===== src/rtl/lin_comb_calc_v_pkg.sv =====
// rtl/lin_comb_calc_v_pkg.sv - shared state encoding and width helpers for the calculator blocks
package lin_comb_pkg;

    typedef enum logic [1:0] {
        IDLE  = 2'd0,
        ACCUM = 2'd1,
        DONE  = 2'd2
    } lc_state_t;

    // ceil(log2(n)); 0 for n <= 1
    function automatic int clog2(input int n);
        int r;
        int v;
        r = 0;
        v = n - 1;
        while (v > 0) begin
            r = r + 1;
            v = v >> 1;
        end
        return r;
    endfunction

    // Accumulator width that cannot overflow for n_terms products of
    // an extended operand (width+1) and a signed coefficient.
    function automatic int calc_acc_w(input int width, input int coef_width, input int n_terms);
        return width + 1 + coef_width + clog2(n_terms);
    endfunction

    // Number of accumulator top bits that must all equal the output sign
    // bit for the value to fit in out_w signed bits.
    function automatic int sat_chk_w(input int acc_w, input int out_w);
        return (acc_w > out_w) ? (acc_w - out_w + 1) : 1;
    endfunction

endpackage


===== src/rtl/lin_comb_calc_v_if.sv =====
// rtl/lin_comb_calc_v_if.sv - operand/result handshake bundle for lin_comb_calc_v
interface lin_comb_calc_v_if #(
    parameter int WIDTH      = 4,
    parameter int N_TERMS    = 3,
    parameter int COEF_WIDTH = 4,
    parameter int OUT_WIDTH  = 8
);

    logic [N_TERMS*WIDTH-1:0]      i_x;
    logic [N_TERMS*COEF_WIDTH-1:0] i_coef;
    logic                          i_valid;
    logic                          o_ready;
    logic [OUT_WIDTH-1:0]          o_f;
    logic                          o_ovf;
    logic                          o_valid;
    logic                          i_ready;

    // Producer/consumer side
    modport master (
        output i_x,
        output i_coef,
        output i_valid,
        output i_ready,
        input  o_ready,
        input  o_f,
        input  o_ovf,
        input  o_valid
    );

    // Calculator side
    modport slave (
        input  i_x,
        input  i_coef,
        input  i_valid,
        input  i_ready,
        output o_ready,
        output o_f,
        output o_ovf,
        output o_valid
    );

endinterface


===== src/rtl/lin_comb_calc_v_mac.sv =====
// rtl/lin_comb_calc_v_mac.sv - one multiply-accumulate step: acc + ext(x)*c
module lin_comb_mac_v #(
    parameter int WIDTH      = 4,
    parameter int COEF_WIDTH = 4,
    parameter int ACC_W      = 11,
    parameter int SIGNED_IN  = 0
) (
    input  logic [WIDTH-1:0]             i_x,
    input  logic signed [COEF_WIDTH-1:0] i_coef,
    input  logic signed [ACC_W-1:0]      i_acc,
    output logic signed [ACC_W-1:0]      o_acc
);

    localparam int PROD_W = WIDTH + 1 + COEF_WIDTH;

    logic signed [WIDTH:0]    w_x_ext;
    logic signed [PROD_W-1:0] w_prod;

    // One extra bit lets unsigned operands be treated as non-negative signed values
    assign w_x_ext = (SIGNED_IN != 0) ? {i_x[WIDTH-1], i_x} : {1'b0, i_x};

    // Both factors are sign-extended to the full product width before multiplying
    assign w_prod = PROD_W'(w_x_ext) * PROD_W'(i_coef);

    assign o_acc = i_acc + ACC_W'(w_prod);

endmodule


===== src/rtl/lin_comb_calc_v.sv =====
// rtl/lin_comb_calc_v.sv - sequential linear-combination calculator F = sum(c_k * x_k)
module lin_comb_calc_v
    import lin_comb_pkg::*;
#(
    parameter int WIDTH      = 4,
    parameter int N_TERMS    = 3,
    parameter int COEF_WIDTH = 4,
    parameter int OUT_WIDTH  = 8,
    parameter int SIGNED_IN  = 0,
    parameter int SAT        = 0
) (
    input  logic            i_clk,
    input  logic            i_rst,
    lin_comb_calc_v_if.slave bus
);

    localparam int ACC_W = calc_acc_w(WIDTH, COEF_WIDTH, N_TERMS);
    localparam int K_W   = (N_TERMS > 1) ? clog2(N_TERMS) : 1;
    localparam logic [K_W-1:0] K_LAST = K_W'(N_TERMS - 1);

    lc_state_t                     r_state;
    lc_state_t                     w_state_nxt;
    logic [N_TERMS*WIDTH-1:0]      r_x;
    logic [N_TERMS*COEF_WIDTH-1:0] r_coef;
    logic signed [ACC_W-1:0]       r_acc;
    logic signed [ACC_W-1:0]       w_acc_nxt;
    logic [K_W-1:0]                r_k;
    logic [OUT_WIDTH-1:0]          r_f;
    logic                          r_ovf;
    logic [OUT_WIDTH-1:0]          w_f;
    logic [OUT_WIDTH-1:0]          w_wrap;
    logic [OUT_WIDTH-1:0]          w_sat;
    logic                          w_ovf;
    logic                          w_accept;
    logic                          w_last;

    assign w_accept = (r_state == IDLE) && bus.i_valid;
    assign w_last   = (r_state == ACCUM) && (r_k == K_LAST);

    // State register
    always_ff @(posedge i_clk or posedge i_rst) begin
        if (i_rst) begin
            r_state <= IDLE;
        end else begin
            r_state <= w_state_nxt;
        end
    end

    // Next state and handshake outputs, decoded from the state register only
    always_comb begin
        w_state_nxt = r_state;
        bus.o_ready = 1'b0;
        bus.o_valid = 1'b0;
        case (r_state)
            IDLE: begin
                bus.o_ready = 1'b1;
                if (bus.i_valid) begin
                    w_state_nxt = ACCUM;
                end
            end
            ACCUM: begin
                if (r_k == K_LAST) begin
                    w_state_nxt = DONE;
                end
            end
            DONE: begin
                bus.o_valid = 1'b1;
                if (bus.i_ready) begin
                    w_state_nxt = IDLE;
                end
            end
            default: begin
                w_state_nxt = IDLE;
            end
        endcase
    end

    // Operand capture and accumulation; operands shift down so term k is always in the low slot
    always_ff @(posedge i_clk or posedge i_rst) begin
        if (i_rst) begin
            r_x    <= '0;
            r_coef <= '0;
            r_acc  <= '0;
            r_k    <= '0;
        end else if (w_accept) begin
            r_x    <= bus.i_x;
            r_coef <= bus.i_coef;
            r_acc  <= '0;
            r_k    <= '0;
        end else if (r_state == ACCUM) begin
            r_x    <= r_x >> WIDTH;
            r_coef <= r_coef >> COEF_WIDTH;
            r_acc  <= w_acc_nxt;
            r_k    <= r_k + K_W'(1);
        end
    end

    lin_comb_mac_v #(
        .WIDTH      (WIDTH),
        .COEF_WIDTH (COEF_WIDTH),
        .ACC_W      (ACC_W),
        .SIGNED_IN  (SIGNED_IN)
    ) u_mac (
        .i_x    (r_x[WIDTH-1:0]),
        .i_coef (r_coef[COEF_WIDTH-1:0]),
        .i_acc  (r_acc),
        .o_acc  (w_acc_nxt)
    );

    // Range check on the final sum: it fits iff the bits from the output
    // sign bit upward are all equal.
    generate
        if (ACC_W > OUT_WIDTH) begin : g_narrow
            localparam int CHK_W = sat_chk_w(ACC_W, OUT_WIDTH);
            logic [CHK_W-1:0] w_top;
            assign w_top  = w_acc_nxt[ACC_W-1 -: CHK_W];
            assign w_ovf  = !((&w_top) || !(|w_top));
            assign w_wrap = w_acc_nxt[OUT_WIDTH-1:0];
        end else begin : g_wide
            assign w_ovf  = 1'b0;
            assign w_wrap = OUT_WIDTH'(w_acc_nxt);
        end
    endgenerate

    assign w_sat = w_acc_nxt[ACC_W-1] ? {1'b1, {(OUT_WIDTH-1){1'b0}}}
                                      : {1'b0, {(OUT_WIDTH-1){1'b1}}};
    assign w_f   = ((SAT != 0) && w_ovf) ? w_sat : w_wrap;

    // Result register, loaded on the last accumulation cycle and held until the next result
    always_ff @(posedge i_clk or posedge i_rst) begin
        if (i_rst) begin
            r_f   <= '0;
            r_ovf <= 1'b0;
        end else if (w_last) begin
            r_f   <= w_f;
            r_ovf <= w_ovf;
        end
    end

    assign bus.o_f   = r_f;
    assign bus.o_ovf = r_ovf;

endmodule


===== src/flat_wrapper.sv =====
// flat-port wrapper written by rule: the top's interface ports become plain ports
module lin_comb_calc_v_flat import lin_comb_pkg::*;
#(
    parameter int WIDTH      = 4,
    parameter int N_TERMS    = 3,
    parameter int COEF_WIDTH = 4,
    parameter int OUT_WIDTH  = 8,
    parameter int SIGNED_IN  = 0,
    parameter int SAT        = 0
)
  (i_clk, i_rst, bus_i_x, bus_i_coef, bus_i_valid, bus_i_ready, bus_o_ready, bus_o_f, bus_o_ovf, bus_o_valid);
  lin_comb_calc_v_if #(.WIDTH(WIDTH), .N_TERMS(N_TERMS), .COEF_WIDTH(COEF_WIDTH), .OUT_WIDTH(OUT_WIDTH)) bus_i ();
  input  logic i_clk;
  input  logic i_rst;
  input wire logic [$bits(bus_i.i_x)-1:0] bus_i_x;
  input wire logic [$bits(bus_i.i_coef)-1:0] bus_i_coef;
  input wire logic [$bits(bus_i.i_valid)-1:0] bus_i_valid;
  input wire logic [$bits(bus_i.i_ready)-1:0] bus_i_ready;
  output wire logic [$bits(bus_i.o_ready)-1:0] bus_o_ready;
  output wire logic [$bits(bus_i.o_f)-1:0] bus_o_f;
  output wire logic [$bits(bus_i.o_ovf)-1:0] bus_o_ovf;
  output wire logic [$bits(bus_i.o_valid)-1:0] bus_o_valid;
  assign bus_i.i_x = bus_i_x;
  assign bus_i.i_coef = bus_i_coef;
  assign bus_i.i_valid = bus_i_valid;
  assign bus_i.i_ready = bus_i_ready;
  assign bus_o_ready = bus_i.o_ready;
  assign bus_o_f = bus_i.o_f;
  assign bus_o_ovf = bus_i.o_ovf;
  assign bus_o_valid = bus_i.o_valid;
  lin_comb_calc_v #(.WIDTH(WIDTH), .N_TERMS(N_TERMS), .COEF_WIDTH(COEF_WIDTH), .OUT_WIDTH(OUT_WIDTH), .SIGNED_IN(SIGNED_IN), .SAT(SAT)) u_core (.i_clk(i_clk), .i_rst(i_rst), .bus(bus_i));
endmodule

===== config.mk =====
export PLATFORM = sky130hd
export DESIGN_NAME = lin_comb_calc_v_flat
export DESIGN_NICKNAME = d
export VERILOG_FILES = /design/src/rtl/lin_comb_calc_v_pkg.sv /design/src/rtl/lin_comb_calc_v_if.sv /design/src/rtl/lin_comb_calc_v_mac.sv /design/src/rtl/lin_comb_calc_v.sv /design/src/flat_wrapper.sv
export SDC_FILE = /design/constraint.sdc
export NUM_CORES = 1
export LEC_CHECK = 0
export ABC_AREA = 1
export ABC_CLOCK_PERIOD_IN_PS = 3540
export CAP_MARGIN = 20
export CORE_MARGIN = 1
export CORE_UTILIZATION = 58
export CTS_CLUSTER_DIAMETER = 60
export DETAILED_ROUTE_END_ITERATION = 12
export DONT_BUFFER_PORTS = 1
export GPL_TIMING_DRIVEN = 0
export PLACE_DENSITY_LB_ADDON = 0.08
export REMOVE_ABC_BUFFERS = 1
export SETUP_SLACK_MARGIN = 0.05
export SYNTH_ARGS = -nofsm -noshare
export SYNTH_HDL_FRONTEND = slang
export SYNTH_SLANG_ARGS = --single-unit

===== constraint.sdc =====
create_clock -name i_clk -period 3.54 [get_ports i_clk]
set_input_delay 1.062 -clock i_clk [delete_from_list [all_inputs] [get_ports i_clk]]
set_output_delay 1.062 -clock i_clk [all_outputs]
set_load 0.03 [all_outputs]

==> flow_metrics.py <==
metrics = {
    "global_routing": {
        "grt_antenna_before_repair": 0,
        "grt_pass1_vias": 2145,
        "gr-total-overflow": 0,
        "grt_pass1_wl_um": 9200,
        "grt_start_max_net_pins": 37,
        "track_usage": 0.215,
    },
    "routing": {
        "post-route-drc-count": 0,
        "routedWlPerCell_um": 13.2,
        "finalWirelength_um": 5790,
        "drtIter0Drc": 89,
        "dr.pass1.iters": 4,
        "via_per_inst": 5.18,
        "final_antenna_net_count": 0,
        "vias": 2272,
    },
    "timing": {
        "maxSlewHeadroom": 0.580,
        "rsz0062_at_grt": "false",
        "drv_slew": 0,
        "fin_ws_ns": 0.212,
        "finalHoldWorstSlack_ns": 0.507,
        "hold_violations": 0,
        "fin_crit_sh": 0.940,
        "finalSetupViolations": 0,
        "worst_slew_pin_slew_ns": 0.629,
        "min_period_ns": 3.33,
        "skew_ns": 0.00398,
        "max_freq_ghz": 0.300,
    },
    "placement": {
        "numPortBuffers": 0,
        "dpl.hpwl_um": 3920,
        "placed_cells": 424,
        "place_congestion": 0.818,
        "pre_cts_slack_ns": -0.180,
    },
    "critical_path": {
        "critPathCaptureType": "register",
        "worstPathRequired_ns": 3.73,
        "path_max_fanout": 3,
        "cp-start-kind": "register",
        "crit_type": "reg2reg",
        "arrival_ns": 3.52,
    },
    "die": {
        "die_w_um": 75.5,
        "start_util": 0.610,
        "num_io_pins": 39,
        "core_sq_mm": 0.00514,
        "die_area_sq_mm": 0.00570,
        "row_count": 26,
        "die-height_um": 75.5,
    },
    "finish": {
        "antenna_cells": 0,
        "syn2layout_area_growth_pct": 9.54,
        "final_nets": 433,
        "stdcell_count": 439,
        "drive_above_1_share": 0.195,
    },
    "yosys": {
        "synth_top_area_share": 0.383,
        "synth_simple_gate_area_frac": 0.198,
        "synthTopCellsByCount": "106 x nand2_1, 71 x inv_1, 48 x dfrtp_1, 25 x ha_1, 15 x nor2_1",
        "synth-seq-cells": 48,
        "synth_compound_area_frac": 0.125,
        "synth.cell_area_sq_mm": 0.00313,
        "post-synth-top-area-cell": "dfrtp_1",
        "synth.most_common_cell": "nand2_1",
        "synth-xor-area-share": 0.00839,
        "postSynthAreaPerCell_sq_um": 8.65,
        "synthAdderAreaFrac": 0.170,
        "synth_ff_type": "dfrtp_1",
        "synth_cell_types": 34,
        "synth_async_sr_flop_share": 1.00,
        "yosys_warnings": 0,
        "synth_area_leaders": "dfrtp_1 38%, nand2_1 13%, ha_1 10%, inv_1 8.5%, fa_1 7.0%",
        "synth_top_family_by_area": "simple AND/OR/NAND/NOR gates",
        "synthMuxAreaShare": 0,
        "seq_area_frac_synth": 0.383,
        "netlist_instances": 362,
        "synth_edf_count": 0,
    },
    "clocking": {
        "cts.sinks": 48,
        "cts_buffer_depth": 2,
        "clock_latency_ns": 0.29,
        "htree_levels": 2,
        "clk_pin_slew_ns": 0.09,
        "clock-root-buffer": "clkbuf_8",
        "ctsHoldBuffers": 0,
        "cts_tree": "built",
        "cts_buffers": 5,
    },
    "job": {
        "cap_violations": 0,
    },
    "run_status": {
        "status": "finished, final reports clean",
    },
    "worst_hold_path": {
        "hp-class": "reg2reg",
    },
}
-- final cells by class --
class | count | area [sq um]
inverters | 75 | 287
fillers | 468 | 1710
clock buffers | 5 | 68.8
repair buffers | 9 | 80.1
well taps | 70 | 87.6
flip-flops and latches | 48 | 1200
multi-input cells | 230 | 1650
clock inverters | 2 | 60.1
-- worst max-delay path, cell delays in order, from the launching register on --
cell      delay (ns)
dfrtp_1         0.39
buf_4           0.14
buf_4           0.13
nand2_1         0.06
inv_1           0.04
ha_1            0.27
ha_1            0.30
inv_2           0.06
fa_1            0.41
inv_1           0.07
ha_2            0.16
inv_1           0.05
fa_2            0.40
inv_2           0.06
nand2_2         0.07
nand2_4         0.09
nand3b_4        0.09
nand3_2         0.08
nand2_2         0.07
nor2_2          0.10
nand2_1         0.06
nand3_1         0.07
nand2_1         0.05
-- placed cells by master (no fill, tap or decap) --
| master | instances |
|---|---|
| a21oi_1 | 2 |
| a22oi_1 | 1 |
| a32o_1 | 1 |
| buf_12 | 1 |
| buf_4 | 8 |
| bufinv_16 | 2 |
| clkbuf_8 | 5 |
| dfrtp_1 | 46 |
| dfrtp_2 | 2 |
| fa_1 | 10 |
| fa_2 | 1 |
| ha_1 | 23 |
| ha_2 | 1 |
| ha_4 | 1 |
| inv_1 | 63 |
| inv_2 | 10 |
| inv_4 | 2 |
| nand2_1 | 98 |
| nand2_2 | 9 |
| nand2_4 | 2 |
| nand3_1 | 4 |
| nand3_2 | 5 |
| nand3_4 | 1 |
| nand3b_1 | 1 |
| nand3b_4 | 1 |
| nor2_1 | 14 |
| nor2_2 | 2 |
| nor2_4 | 1 |
| nor2_8 | 1 |
| o211ai_2 | 5 |
| o21ai_0 | 12 |
| o21ai_1 | 13 |
| o21ai_2 | 3 |
| o221ai_1 | 5 |
| o221ai_2 | 5 |
| o22ai_2 | 2 |
| o31ai_1 | 1 |
| or2_4 | 2 |
| xnor2_1 | 1 |
| xor2_1 | 2 |
-- logic make-up (layout without fill, tap and decap cells) --
kind of cell               after synthesis  after routing
adders and majority gates               36             36
xor gates and xnor gates                 3              3
AOI/OAI and AO/OA                       50             50
and+or+nand+nor                        141            141
buffers and inverters                   84             91
DFF                                     48             48
-- routing by layer --
metal	GRT usage	vias to the layer above	part of all wire
met4	0.0432	0	0.0092
met3	0.0423	6	0.035
met2	0.367	42	0.49
met1	0.287	1082	0.46
li1	-	1142	-
met5	0	-	0
-- worst paths after layout --
check	start	endpoint	slack, ns	depth (start not counted)
setup / recovery	u_core.r_coef[1]	u_core.bus.o_ovf	0.21	22
hold / removal	u_core.r_acc[7]	u_core.r_acc[7]	0.51	2
setup reg to reg	u_core.r_coef[1]	u_core.bus.o_ovf	0.21	22
hold reg to reg	u_core.r_acc[7]	u_core.r_acc[7]	0.51	2
max in group asynchronous	i_rst	u_core.r_x[2]	2.45	2
min in group asynchronous	i_rst	u_core.bus.o_f[0]	0.59	1
-- stage by stage --
step	area (sq um)	util	setup TNS (ns)
after global routing	3430	0.668	0
after floorplan	3060	-	0
after detailed placement	3170	0.616	-0.338
final	3430	0.668	0
after global placement	3150	0.612	-0.175
after CTS	3350	0.651	0
-- sequential cells by signal, summed over array words and instances, names as in the netlist --
register,flops
u_core.r_state,2
u_core.bus.o_ovf,1
u_core.r_k,2
u_core.r_x,12
u_core.r_acc,11
u_core.bus.o_f,8
u_core.r_coef,12
-- timing repair --
action                                  4_1_cts  5_1_grt
endpoints found under the setup margin        9        9
buffers inserted                              6        2
resized for setup                             4       24
pin swaps                                     2       23
hold endpoints to repair                      0        0
Power is left out: the tool's default activity adds up to more than one toggle a clock period on the data nets, which glitch-free logic cannot reach.
